`config.mk`:
```
export PLATFORM = sky130hd
export DESIGN_NAME = vram_writer
export DESIGN_NICKNAME = d
export VERILOG_FILES = /design/src/rtl/vram_pkg.sv /design/src/rtl/sync_fifo_m.sv /design/src/rtl/vram_writer.sv
export SDC_FILE = /design/constraint.sdc
export NUM_CORES = 1
export LEC_CHECK = 0
export ABC_AREA = 1
export CORE_ASPECT_RATIO = 2
export CORE_UTILIZATION = 55
export DETAILED_ROUTE_END_ITERATION = 7
export PLACE_DENSITY = 0.76
export SYNTH_ARGS = -nofsm -noshare
export SYNTH_HDL_FRONTEND = slang
export SYNTH_SLANG_ARGS = --single-unit
export TNS_END_PERCENT = 20
```
`constraint.sdc`:
```
create_clock -name clk -period 3.1 [get_ports clk]
set_input_delay 0.62 -clock clk [delete_from_list [all_inputs] [get_ports clk]]
set_output_delay 0.62 -clock clk [all_outputs]
set_load 0.01 [all_outputs]
```
`src/rtl/vram_pkg.sv`:
```
// vram_pkg: types and widths shared by the VRAM write path.
//   VRAM_ADDR_W / VRAM_DATA_W : native VRAM write-port widths.
//   vram_wr_t                 : one buffered byte write {addr, data}.
package vram_pkg;

  localparam int VRAM_ADDR_W = 12;
  localparam int VRAM_DATA_W = 8;

  typedef struct packed {
    logic [11:0] addr;
    logic [7:0]  data;
  } vram_wr_t;

endpackage

```
`src/rtl/sync_fifo_m.sv`:
```
// sync_fifo_m: single-clock FIFO with registered occupancy state.
//   clk        in   clock
//   rst        in   synchronous reset, active-low (clears pointers only)
//   push       in   write request; ignored while full
//   push_data  in   element to write
//   pop        in   read request; ignored while empty
//   head_data  out  element at the read pointer
//   full       out  DEPTH entries stored
//   empty      out  no entries stored
//   level      out  occupancy, 0..DEPTH
// Pointers carry one extra wrap bit so full and empty are distinguishable
// without a separate counter.
module sync_fifo_m #(
  parameter int  DEPTH  = 16,
  parameter type elem_t = vram_pkg::vram_wr_t
) (
  input  logic                   clk,
  input  logic                   rst,
  input  logic                   push,
  input  elem_t                  push_data,
  input  logic                   pop,
  output elem_t                  head_data,
  output logic                   full,
  output logic                   empty,
  output logic [$clog2(DEPTH):0] level
);

  localparam int AW = $clog2(DEPTH);

  logic [AW:0] wr_ptr_q, wr_ptr_d;
  logic [AW:0] rd_ptr_q, rd_ptr_d;
  logic        do_push;
  logic        do_pop;

  // Storage is intentionally not reset; only the pointers define validity.
  elem_t mem_q [DEPTH];

  always_comb begin
    full     = (wr_ptr_q[AW] != rd_ptr_q[AW]) &&
               (wr_ptr_q[AW-1:0] == rd_ptr_q[AW-1:0]);
    empty    = (wr_ptr_q == rd_ptr_q);
    level    = wr_ptr_q - rd_ptr_q;
    // Full refuses a push even when a pop happens in the same cycle.
    do_push  = push && !full;
    do_pop   = pop && !empty;
    wr_ptr_d = wr_ptr_q + {{AW{1'b0}}, do_push};
    rd_ptr_d = rd_ptr_q + {{AW{1'b0}}, do_pop};
  end

  always_ff @(posedge clk) begin
    if (!rst) begin
      wr_ptr_q <= '0;
      rd_ptr_q <= '0;
    end else begin
      wr_ptr_q <= wr_ptr_d;
      rd_ptr_q <= rd_ptr_d;
    end
  end

  always_ff @(posedge clk) begin
    if (do_push) begin
      mem_q[wr_ptr_q[AW-1:0]] <= push_data;
    end
  end

  assign head_data = mem_q[rd_ptr_q[AW-1:0]];

endmodule

```
`src/rtl/vram_writer.sv`:
```
// vram_writer: CPU-side write buffer in front of the VRAM write port.
//   clk        in   pixel clock
//   rst        in   synchronous reset, active-low
//   req_valid  in   CPU write request present
//   req_ready  out  buffer can accept (not full), from registered state only
//   req_addr   in   VRAM byte address
//   req_data   in   byte to write
//   writable   in   window in which VRAM may be written
//   vram_we    out  registered write strobe, one cycle per byte
//   vram_addr  out  registered write address (holds when idle)
//   vram_data  out  registered write data (holds when idle)
//   level      out  buffer occupancy
//   busy       out  entries buffered or a write in flight
// A byte leaves the buffer only at an edge where writable is sampled high,
// so the write lands in the cycle after that sample; the timing generator
// closes its window one clock early to absorb this.
module vram_writer
  import vram_pkg::*;
#(
  parameter int DEPTH  = 16,
  parameter int ADDR_W = 12,
  parameter int DATA_W = 8
) (
  input  logic                   clk,
  input  logic                   rst,
  input  logic                   req_valid,
  output logic                   req_ready,
  input  logic [ADDR_W-1:0]      req_addr,
  input  logic [DATA_W-1:0]      req_data,
  input  logic                   writable,
  output logic                   vram_we,
  output logic [ADDR_W-1:0]      vram_addr,
  output logic [DATA_W-1:0]      vram_data,
  output logic [$clog2(DEPTH):0] level,
  output logic                   busy
);

  vram_wr_t push_entry;
  vram_wr_t head_entry;
  logic     fifo_full;
  logic     fifo_empty;
  logic     pop;

  logic              vram_we_q,   vram_we_d;
  logic [ADDR_W-1:0] vram_addr_q, vram_addr_d;
  logic [DATA_W-1:0] vram_data_q, vram_data_d;

  always_comb begin
    push_entry      = '0;
    push_entry.addr = VRAM_ADDR_W'(req_addr);
    push_entry.data = VRAM_DATA_W'(req_data);
  end

  sync_fifo_m #(
    .DEPTH  (DEPTH),
    .elem_t (vram_wr_t)
  ) u_fifo (
    .clk       (clk),
    .rst       (rst),
    .push      (req_valid),
    .push_data (push_entry),
    .pop       (pop),
    .head_data (head_entry),
    .full      (fifo_full),
    .empty     (fifo_empty),
    .level     (level)
  );

  // No bypass: a byte accepted this edge is at the head next cycle at the
  // earliest, so pop only looks at registered FIFO state.
  always_comb begin
    pop         = writable && !fifo_empty;
    vram_we_d   = pop;
    vram_addr_d = vram_addr_q;
    vram_data_d = vram_data_q;
    if (pop) begin
      vram_addr_d = ADDR_W'(head_entry.addr);
      vram_data_d = DATA_W'(head_entry.data);
    end
  end

  always_ff @(posedge clk) begin
    if (!rst) begin
      vram_we_q   <= 1'b0;
      vram_addr_q <= '0;
      vram_data_q <= '0;
    end else begin
      vram_we_q   <= vram_we_d;
      vram_addr_q <= vram_addr_d;
      vram_data_q <= vram_data_d;
    end
  end

  assign req_ready = !fifo_full;
  assign vram_we   = vram_we_q;
  assign vram_addr = vram_addr_q;
  assign vram_data = vram_data_q;
  assign busy      = (level != '0) || vram_we_q;

endmodule

```
==> impl_metrics.toml, run 1 <==
[run_status]
status = "completed"

[sta]
period_minus_slack_ps = 3060
setup_viol = 0
setup_slack_ps = 36.4
fin_crit_sh_pct = 98.8
finalHoldViolations = 0
slew_headroom_pct = 29.5
setup_tns_ps = 0
finClkSkew_ps = 14.9
whs_ps = 525
fmax_mhz = 326
slew_violations = 0
rsz0062_at_grt = "yes"
tightest_slew_ps = 1060

[grt]
grt_pass1_wl_mm = 54.8
grt_pass1_vias = 10100
grt_max_degree = 163
overflow = 0
grt.total_usage_pct = 25.9
antenna_found_initial = 0

[synth]
ys_seq_area_share_pct = 68.2
postSynthCellCount = 1453
ys_async_sr_fraction_pct = 0
synth.cell_area_mm2 = 0.0150
synth.distinct_cells = 26
ys_ff_latch = 351
yosysWarningCount = 0
synth_ff_type = "edfxtp_1"
syn_avg_cell_area_um2 = 10.3
syn_nets = 1486
synth_edf_count = 320

[final_layout]
fin_area_mm2 = 0.0169
diodes = 0
nets = 1534
drive_gt1_share_pct = 7.29
syn2layout_area_growth_pct = 12.7
fill_cells = 2067

[clock_tree]
cts_made_buffers = 29
cts_tree = "built"
post_cts_buffers = 0
clockBufferDepth = 3
cts_num_sinks = 351
cts-root-buf = "clkbuf_16"
path_clk_slew_ps = 70
h-tree-depth = 1
clock_latency_ps = 560

[critical_path]
criticalPathCategory = "register to output pin"
cp-start-kind = "register"
worstPathMaxFanout = 4
end_kind = "output pin"
crit_arrival_ps = 2440
cp.required_ps = 2480
worst-r2r-setup-slack_ps = 670

[placed_design]
place_area_mm2 = 0.0159
dp_hpwl_mm = 20.1
gp_congestion = 0.823
post-place-ws_ps = 437
io_buffers = 51

[routing]
drc = 0
vias_per_cell = 5.46
drt-total-wl_mm = 35.3
wl_per_cell_um = 18.9
vias = 10200
drt-pass1-iter-count = 5
ant_nets = 0
first_iter_violations = 921

[floorplan]
dieArea_mm2 = 0.0280
num_rows = 85
boundaryPins = 52
start_util_pct = 56.0
die_w_um = 119
die_h_um = 236
core_mm2 = 0.0268

[power]
power_density_mw_per_mm2 = 654
ir_worst_vdd_uv = 720
finalPower_mw = 11.1
p_sw_mw = 3.02
pwr-share-seq_pct = 48.4
power_frac_comb_pct = 17.7
clkPwrFrac_pct = 33.9
p_leak_nw = 7.07
internal_power_mw = 8.03
switching_share_pct = 27.4

[hold_path]
hp-class = "register to register"

[flow_run]
maxCapViolCount = 0
==> path summary, 6_finish.rpt <==
kind | from | end | cells after the start
hold / removal | u_fifo.wr_ptr_q[4]$_SDFF_PN0_ | u_fifo.wr_ptr_q[4]$_SDFF_PN0_ | 2
hold reg to reg | u_fifo.wr_ptr_q[4]$_SDFF_PN0_ | u_fifo.wr_ptr_q[4]$_SDFF_PN0_ | 2
setup / recovery | u_fifo.wr_ptr_q[0]$_SDFF_PN0_ | busy | 9
setup reg to reg | u_fifo.wr_ptr_q[1]$_SDFF_PN0_ | u_fifo.mem_q[10][19]$_DFFE_PP_ | 7
==> synthesized netlist by cell type (2+ instances only) <==
library cell / n / area (µm²)
a21boi_4: 2 / 37.5
a21oi_1: 5 / 25.0
buf_1: 7 / 26.3
buf_2: 25 / 125
buf_4: 6 / 45.0
buf_6: 13 / 146
clkbuf_1: 21 / 78.8
dfxtp_1: 31 / 621
edfxtp_1: 320 / 9610
ha_1: 8 / 100
inv_1: 196 / 736
nand2_1: 512 / 1920
nand3_1: 227 / 1140
nor2_1: 61 / 229
o21ai_0: 4 / 20.0
xnor2_1: 2 / 17.5
xor2_1: 4 / 35.0
==> layout make-up <==
type                    instances  area, µm²  share of cell area [%]
repair buffers                 89        858                    5.08
flip-flops and latches        351      10200                    60.5
clock buffers                  38        833                    4.93
multi-input cells             831       3650                    21.6
well taps                     348        435                    2.58
clock inverters                15        146                   0.866
inverters                     199        749                    4.43
==> timing repair <==
action / 4_1_cts / 5_1_grt
endpoints found under the setup margin: 2 / 3
hold buffers: 0 / 0
endpoints found under the hold margin: 0 / 0
resized for setup: 2 / 3
==> logic make-up (layout without fill, tap and decap cells) <==
| logic type | count (synthesis) | in the layout | synth area share, % |
|---|---|---|---|
| adder cells (fa/ha/maj) | 9 | 9 | 0.801 |
| AO/OA/AOI/OAI | 12 | 12 | 0.601 |
| XOR/XNOR | 7 | 7 | 0.459 |
| flip-flops | 351 | 351 | 68.2 |
| buffers and inverters | 271 | 341 | 7.81 |
| AND/OR/NAND/NOR | 803 | 803 | 22.1 |
==> cells in the final DEF (no fill, tap or decap), types with 2 or more instances in the layout <==
master / Yosys / final
nor2_2: 0 / 16
o21ai_0: 4 / 3
dfxtp_1: 31 / 28
nor2_1: 61 / 45
inv_1: 196 / 196
clkdlybuf4s50_1: 0 / 48
inv_6: 0 / 3
xor2_1: 4 / 4
clkbuf_16: 0 / 32
nand3_1: 227 / 227
buf_12: 0 / 5
inv_4: 1 / 5
xnor2_1: 2 / 2
clkbuf_1: 21 / 5
bufinv_16: 0 / 2
ha_1: 8 / 7
a21boi_4: 2 / 2
buf_4: 6 / 33
clkinv_2: 0 / 3
clkinv_1: 1 / 2
dlygate4sd2_1: 0 / 2
edfxtp_1: 320 / 320
nand2_1: 512 / 512
dfxtp_2: 0 / 2
a21oi_1: 5 / 5
==> layer usage <==
metal	wire [µm]	vias to the layer above	part of all wire, %	global-route usage [%]
li1	-	4795	-	-
met1	12700	4884	36	30.2
met2	18700	447	53	46.5
met3	2360	89	6.7	2.76
met4	1650	0	4.7	13.8
met5	0	-	0	0
==> stage by stage <==
stage / cells / utilization, %
after CTS: 1871 / 63.0
after global placement: 1818 / 59.4
after global routing: 1871 / 63.1
after floorplan: 1453 / -
final: 1871 / 63.1
after detailed placement: 1818 / 59.4
==> power by group through the flow <==
stage          combinational [mW]  clock [mW]  sequential (mW)
2_1_floorplan                1.35           0             5.47
3_3_place_gp                 1.92           0             5.45
3_5_place_dp                 1.95           0             5.46
4_1_cts                      1.96        3.79             5.35
5_1_grt                      2.18        3.95             5.36
6_report                     1.95        3.75             5.35
==> sequential cells by signal (all words and copies together) (netlist names) <==
name             count
vram_data            8
vram_we              1
u_fifo.mem_q       320
vram_addr           12
u_fifo.rd_ptr_q      5
u_fifo.wr_ptr_q      5
==> critical path, stage by stage, from the launching register on <==
cell and delay (ps):
dfxtp_1 340, inv_1 110, ha_1 180, inv_1 50
fa_1 400, a21oi_1 160, o21bai_1 80, xor2_1 180
nand3_1 90, dlygate4sd2_1 290
Power figures use the tool's default switching activity.
==> inputs of run 2 (changes only) <==
--- a/config.mk
+++ b/config.mk
@@ -9,6 +9,7 @@
 export CORE_ASPECT_RATIO = 2
 export CORE_UTILIZATION = 55
 export DETAILED_ROUTE_END_ITERATION = 7
+export GPL_TIMING_DRIVEN = 0
 export PLACE_DENSITY = 0.76
 export SYNTH_ARGS = -nofsm -noshare
 export SYNTH_HDL_FRONTEND = slang
==> impl_metrics.toml, run 2 (synthesis results as in run 1) <==
[run_status]
status = "completed"

[routing]
drt-total-wl_mm = 37.4
wl_per_cell_um = 19.4
wl_met3_mm = 2.26
drt-pass1-iter-count = 5
vias = 10400
vias_per_cell = 5.42
wl_met2_mm = 20.2
first_iter_violations = 846
drc = 0
highest_layer = "met4"
wl_met1_mm = 12.2
ant_nets = 0

[power]
switching_share_pct = 28.9
clkPwrFrac_pct = 31.4
pwr-share-seq_pct = 48.1
finalPower_mw = 11.1
internal_power_mw = 7.92
p_leak_nw = 7.22
ir_worst_vdd_uv = 585
power_density_mw_per_mm2 = 644
power_frac_comb_pct = 20.6
p_sw_mw = 3.22

[placed_design]
dp_cells = 1867
place_area_mm2 = 0.0163
gp_congestion = 0.893
io_buffers = 50
dp_hpwl_mm = 26.0

[floorplan]
boundaryPins = 52
start_util_pct = 56.0
num_rows = 85
dieArea_mm2 = 0.0280
die_h_um = 236
die_w_um = 119
core_mm2 = 0.0268

[sta]
fin_crit_sh_pct = 97.3
fmax_mhz = 332
finalHoldViolations = 0
finClkSkew_ps = 18.2
setup_viol = 0
slew_violations = 0
whs_ps = 466
period_minus_slack_ps = 3020
setup_tns_ps = 0
slew_headroom_pct = 47.0
tightest_slew_ps = 792

[critical_path]
r2r-start = "u_fifo.rd_ptr_q[3]$_SDFF_PN0_"
crit_arrival_ps = 3280
crit_path_end = "u_fifo.mem_q[3][19]$_DFFE_PP_"
ff2ff_path_depth = 11
regToRegEndpoint = "u_fifo.mem_q[3][19]$_DFFE_PP_"
startpoint = "u_fifo.rd_ptr_q[3]$_SDFF_PN0_"
end_kind = "register"
worst-r2r-setup-slack_ps = 80
worstPathMaxFanout = 13
criticalPathCategory = "register to register"
cp.required_ps = 3370
cp-start-kind = "register"

[clock_tree]
cts_made_buffers = 29
clock_latency_ps = 570
h-tree-depth = 1
path_clk_slew_ps = 70
cts_hold_buf = 0
clockBufferDepth = 3
cts_num_sinks = 351
cts-root-buf = "clkbuf_16"
cts_tree = "built"

[grt]
grt_pass1_wl_mm = 56.1
overflow = 0
grt.total_usage_pct = 27.3
grt_max_degree = 20
grt_pass1_vias = 10300
antenna_found_initial = 0

[final_layout]
nets = 1588
layout_commonest_cell = "nand2_1"
stdcell_count = 1925
diodes = 0
fin_area_mm2 = 0.0173
fill_cells = 1991
final_cell_mix = "512 x nand2_1, 320 x edfxtp_1, 227 x nand3_1, 193 x inv_1, 47 x clkdlybuf4s50_1"
syn2layout_area_growth_pct = 15.4
drive_gt1_share_pct = 9.70
largest_reg_flops = 320

[hold_path]
whs_path_depth = 3
hp-class = "primary input to register"

[flow_run]
maxCapViolCount = 0
run 2: cell count changes in the layout (fill, tap and decap cells not counted), moves of 7 or more:
cell | before | now
buf_8 | 0 | 12
buf_4 | 33 | 13
clkbuf_1 | 5 | 20
buf_1 | 0 | 7
buf_6 | 0 | 15
buf_2 | 0 | 22
run 2: how the worst min path moves through the flow:
stage	from	endpoint	slack [ps]
2_1_floorplan	u_fifo.wr_ptr_q[4]$_SDFF_PN0_	u_fifo.wr_ptr_q[4]$_SDFF_PN0_	470
3_5_place_dp	u_fifo.wr_ptr_q[4]$_SDFF_PN0_	u_fifo.wr_ptr_q[4]$_SDFF_PN0_	490
5_1_grt	rst	u_fifo.rd_ptr_q[0]$_SDFF_PN0_	490
4_1_cts	rst	u_fifo.wr_ptr_q[0]$_SDFF_PN0_	430
3_3_place_gp	u_fifo.wr_ptr_q[4]$_SDFF_PN0_	u_fifo.wr_ptr_q[4]$_SDFF_PN0_	480
6_report	rst	u_fifo.wr_ptr_q[0]$_SDFF_PN0_	470
run 2: layout make-up:
class                   instances  area [µm²]  share of cell area (%)
flip-flops and latches        351       10200                    59.2
clock buffers                  30         729                    4.22
repair buffers                 73         840                    4.85
inverters                     199         771                    4.46
multi-input cells             831        3670                    21.2
clock inverters                23         180                    1.04
plain buffers                  70         435                    2.52
well taps                     348         435                    2.52
run 2: critical path: stages, from the launching register on:
cell      delay [ps]
dfxtp_1          320
buf_6            130
clkinv_8          80
clkbuf_8         180
ha_1             310
inv_2            110
nor3_4            50
buf_4            160
a21boi_4         210
nand3_1          280
nor2_2           620
buf_8            250
run 2: metrics by stage:
stage / utilization (%) / setup slack [ps]
CTS: 64.3 / 6.01
finish: 64.5 / 84.6
floorplan: - / 217
global placement: 59.4 / -1240
global route: 64.5 / -17.0
detailed placement: 60.7 / -353
run 2: power groups by stage:
stage	clock, mW	combinational, mW	sequential [mW]
after floorplan	0	1.35	5.47
after global placement	0	2.15	5.45
after detailed placement	0	2.23	5.45
after CTS	3.51	2.26	5.35
after global routing	3.69	2.50	5.36
final	3.49	2.29	5.35
run 2: timing repair:
action                     4_1_cts  5_1_grt
setup buffers                    2        5
pin swaps                        2        3
setup endpoints to repair      272       16
gates resized for setup         24        9
cloned                           0        0
run 2: routing by layer:
metal,up-vias,track usage (%)
met2,491,50.3
met1,4883,28.0
met4,0,20.1
li1,4901,-
met5,-,0
met3,156,2.86
==> edit 1 (settings of run 1) <==
Reset style: asynchronous (`rst`), changed in 2 clocked blocks. Comments in the files are not updated.
--- a/src/rtl/sync_fifo_m.sv
+++ b/src/rtl/sync_fifo_m.sv
@@ -47,7 +47,7 @@
     rd_ptr_d = rd_ptr_q + {{AW{1'b0}}, do_pop};
   end
 
-  always_ff @(posedge clk) begin
+  always_ff @(posedge clk or negedge rst) begin
     if (!rst) begin
       wr_ptr_q <= '0;
       rd_ptr_q <= '0;
--- a/src/rtl/vram_writer.sv
+++ b/src/rtl/vram_writer.sv
@@ -79,7 +79,7 @@
     end
   end
 
-  always_ff @(posedge clk) begin
+  always_ff @(posedge clk or negedge rst) begin
     if (!rst) begin
       vram_we_q   <= 1'b0;
       vram_addr_q <= '0;
Formal check against the unedited RTL: differs if rst is asserted again (counterexample within 4 cycles, from zero or initial values and one cycle with rst low); with rst held inactive, the same outputs for 10 cycles.
==> edit 1 against run 1 <==
Utilization increased by 0.082 points; non-clock buffer count shrank 1; clock skew down 0.0011 ns; wire length rose by 3.3%; worst hold slack lost 0.38 ns; synthesized area up 0.99%; sequential cell count unchanged; global-route usage up 0.25 points; cell area is 0.93% higher; worst setup slack got worse by 0.0029 ns; critical path type unchanged; critical endpoint is now level[3].
Power is not compared: it rests on default switching activity, and its combinational part moved more than twofold at a synthesized area within 25%.
==> edit 1: results (changes against run 1) <==
worst_hold_path_type: "primary input to asynchronous set/reset pin"
total_clock_buffers_created_by_cts: 28  # -3.4%
crit_path_start: "u_fifo.wr_ptr_q[2]"
synthTopCellsByArea: "edfxtp_1 63%, nand2_1 12%, nand3_1 8.2%"
met1_length_um: 12600  # -0.49%
max-slew-margin-rel: 0.2871  # -0.007794
drt_iter0_markers: 798  # -13%
grt_util_met1: 0.2901  # -0.01237
dpl_cell_area_mm2: 0.01611  # +1.3%
crit_end: "level[3]"
dp_slack_ns: 0.2607  # -0.1759 ns
vias_after_detailed_routing: 10230  # +0.098%
post_drt_wl_per_cell_um: 19.44  # +3.0%
place.detailed.instances: 1824  # +0.33%
path_max_fanout: 7  # +3
dp_hpwl_um: 20880  # +3.7%
wirelength_um: 36480  # +3.3%
slowest_stage: "clkdlybuf4s50_1"
synth.lib_cells_used.distinct: 24  # -7.7%
routed-wl-met2_um: 19840  # +6.4%
clock_tree_skew_after_final_layout_ns: 0.01384  # -0.001097 ns
status: "complete, no violations"
dr_wl_met3_um: 2265  # -3.8%
largest_register_ffs: 320  # unchanged
max_stage_delay_ns: 0.58  # +0.18 ns
global_route.usage.met3: 0.02962  # +0.002008
place.gp.congestion: 0.8114  # -1.4%
overall_track_demand_over_capacity_in_global_routing: 0.2618  # +0.002522
grt_antenna_before_repair: 1  # +1
postSynthAreaPerCell_um2: 10.39  # +0.65%
yosysSeqAreaShare: 0.6857  # +0.003538
route.top_layer_used: "met4"
cp.arrival_ns: 2.45
async_flop_share: 0.08832  # +0.08832
share_of_post_route_cells_with_drive_strength_above_1: 0.07717  # +0.004292
first_global_vias: 10230  # +1.3%
worst-r2r-setup-slack_ns: 0.40  # -0.27 ns
synth.top_cells.by_count: "492 x nand2_1, 320 x edfxtp_1, 251 x inv_1"
grt_first_pass_wirelength_um: 55280  # +0.79%
edit 1: cell count changes after synthesis, moves of 6 or more:
cell	before	now
buf_1	7	13
nand3_1	227	249
buf_2	25	35
inv_1	196	251
dfxtp_1	31	0
nor2_1	61	19
dfrtp_1	0	31
clkbuf_1	21	6
nand2_1	512	492
edit 1: timing repair:
action	in CTS	in global routing
resized for setup	7	2
hold buffers	0	0
pin swaps	0	1
cloned	0	0
buffers inserted	1	0
setup endpoints to repair	3	2
edit 1: cell families (layout without fill, tap and decap cells):
family	after synthesis	after routing	share of synthesized area
adders and majority gates	9	9	0.007932
DFF	351	351	0.6857
AOI/OAI and AO/OA	4	4	0.001487
and+or+nand+nor	763	763	0.2101
xor gates and xnor gates	9	9	0.005205
buffers and inverters	322	393	0.08956
edit 1: final cells by class:
type,count,area (um2)
flip-flops and latches,351,10390
clock inverters,17,138.9
clock buffers,35,798.3
fillers,2077,9951
repair buffers,88,889.6
well taps,348,435.4
multi-input cells,785,3457
inverters,253,952.2
==> edit 2 (flow settings as in run 1) <==
Without the edit above. `DEPTH` is set to 16 in 2 places; all go to 32.
--- a/src/rtl/sync_fifo_m.sv
+++ b/src/rtl/sync_fifo_m.sv
@@ -11,7 +11,7 @@
 // Pointers carry one extra wrap bit so full and empty are distinguishable
 // without a separate counter.
 module sync_fifo_m #(
-  parameter int  DEPTH  = 16,
+  parameter int  DEPTH  = 32,
   parameter type elem_t = vram_pkg::vram_wr_t
 ) (
   input  logic                   clk,
--- a/src/rtl/vram_writer.sv
+++ b/src/rtl/vram_writer.sv
@@ -17,7 +17,7 @@
 module vram_writer
   import vram_pkg::*;
 #(
-  parameter int DEPTH  = 16,
+  parameter int DEPTH  = 32,
   parameter int ADDR_W = 12,
   parameter int DATA_W = 8
 ) (
Ports: changed (resized level); port bits go from 52 to 53. No check against the original RTL was run, so the function may have changed too.
==> edit 2 against run 1 <==
Power increased by 87%; worst hold slack got worse by 0.018 ns; cell area increased by 88%; sequential cell count increased by 322; synthesized area increased by 92%; count of clock-buffer cells in the layout increased by 31; via count increased by 91%; non-clock buffer count increased by 47; wire length increased by 100%; sequential share of layout area increased by 1.9 points; utilization decreased by 1.5 points; critical path depth decreased by 4; worst setup slack improved by 0.095 ns; largest power group unchanged.
==> edit 2: results (changes against run 1) <==
grt_util_met1: 0.3136  # +0.01107
yosys.area_share.xor_xnor: 0.001782  # -0.002807
grt_antenna_before_repair: 1  # +1
share_of_post_route_cells_with_drive_strength_above_1: 0.08229  # +0.009407
post_synth_fa_ha_maj_area_fraction: 0.004607  # -0.003403
io_buffer_count: 52  # +2.0%
routed-wl-met2_um: 37400  # +100%
clock_tree_skew_after_final_layout_ns: 0.02242  # +0.007485 ns
non_clock_inverter_count: 341  # +71%
layout_multi_input_combinational_cell_count: 1540  # +85%
clock_buffers: 69  # +82%
comb_power_share: 0.159  # -0.018
power.ir.vdd_worst_uv: 517.1  # -28%
largest_register_ffs: 640  # +100%
timing.hold.worst_path_depth: 1  # -1
slowest_stage: "clkdlybuf4s50_1"
filler_cell_count: 3833  # +85%
dpl_cell_area_mm2: 0.02993  # +88%
timing.final.crit_share: 0.9575  # -0.03076
power_per_cell_area_mw_per_mm2: 648.1  # -0.84%
r2r-start: "u_fifo.rd_ptr_q[0]"
drt_iter0_markers: 2338  # +150%
vias_per_cell: 5.652  # +3.5%
total_leakage_power_nw: 12.85  # +82%
synth_enable_flop_cells: 640  # +100%
synth_compound_area_frac: 0.01765  # +0.01164
worst_r2r_endpoint: "vram_addr[11]"
path_max_fanout: 3  # -1
status: "complete, no violations"
globalRouteMet2Util: 0.4857  # +0.02090
wirelength_um: 71030  # +100%
crit_end: "level[2]"
whs_endpoint: "u_fifo.rd_ptr_q[5]"
dr_wl_met3_um: 5573  # +140%
dp_slack_ns: 0.2487  # -0.1879 ns
drt_pass1_iterations: 6  # +1
synth.top_cells.by_count: "913 x nand2_1, 640 x edfxtp_1, 439 x nand3_1"
synth_cells: 2698  # +86%
final_net_count: 2782  # +81%
max-slew-margin-rel: 0.2756  # -0.01929
timing.reg2reg.worst_path_depth: 10  # +3
met1_length_um: 24260  # +92%
worst-r2r-setup-slack_ns: 0.38  # -0.29 ns
hp_start: "u_fifo.rd_ptr_q[5]"
clock_area_frac: 0.05812  # +0.0001746
cp.arrival_ns: 2.35  # -0.09 ns
fin_cells: 3455  # +85%
seq_power_mw: 10.1  # +89%
total_clock_buffers_created_by_cts: 56  # +93%
fin_hold_ws_ns: 0.5070  # -0.01843 ns
nNonClkBuffers: 136  # +53%
layout.core_utilization: 0.6161  # -0.01469
==> edit 2: cell types whose count changed in the layout (fill, tap and decap cells not counted), sizes merged, moves of 4 or more <==
cell and change:
nand2 +401, edfxtp +320, nand3 +212, inv +141
buf +46, o21ai +40, clkbuf +32, a21oi +27
nor2 +19, clkinv +13, o211ai +10, bufinv +5
clkinvlp +4, nor3 +4
==> edit 2: critical path, delay by kind of cell (launching register included) <==
kind / cells / cell delay (ns)
buffers and inverters: 2 / 0.64
xor gates and xnor gates: 1 / 0.20
adders and majority gates: 2 / 0.57
DFF: 1 / 0.33
==> edit 2: repair_timing <==
action / CTS / global route
setup endpoints to repair: 5 / 4
resized for setup: 14 / 4
pin swaps: 1 / 5
cloned: 0 / 0
buffers inserted: 1 / 1
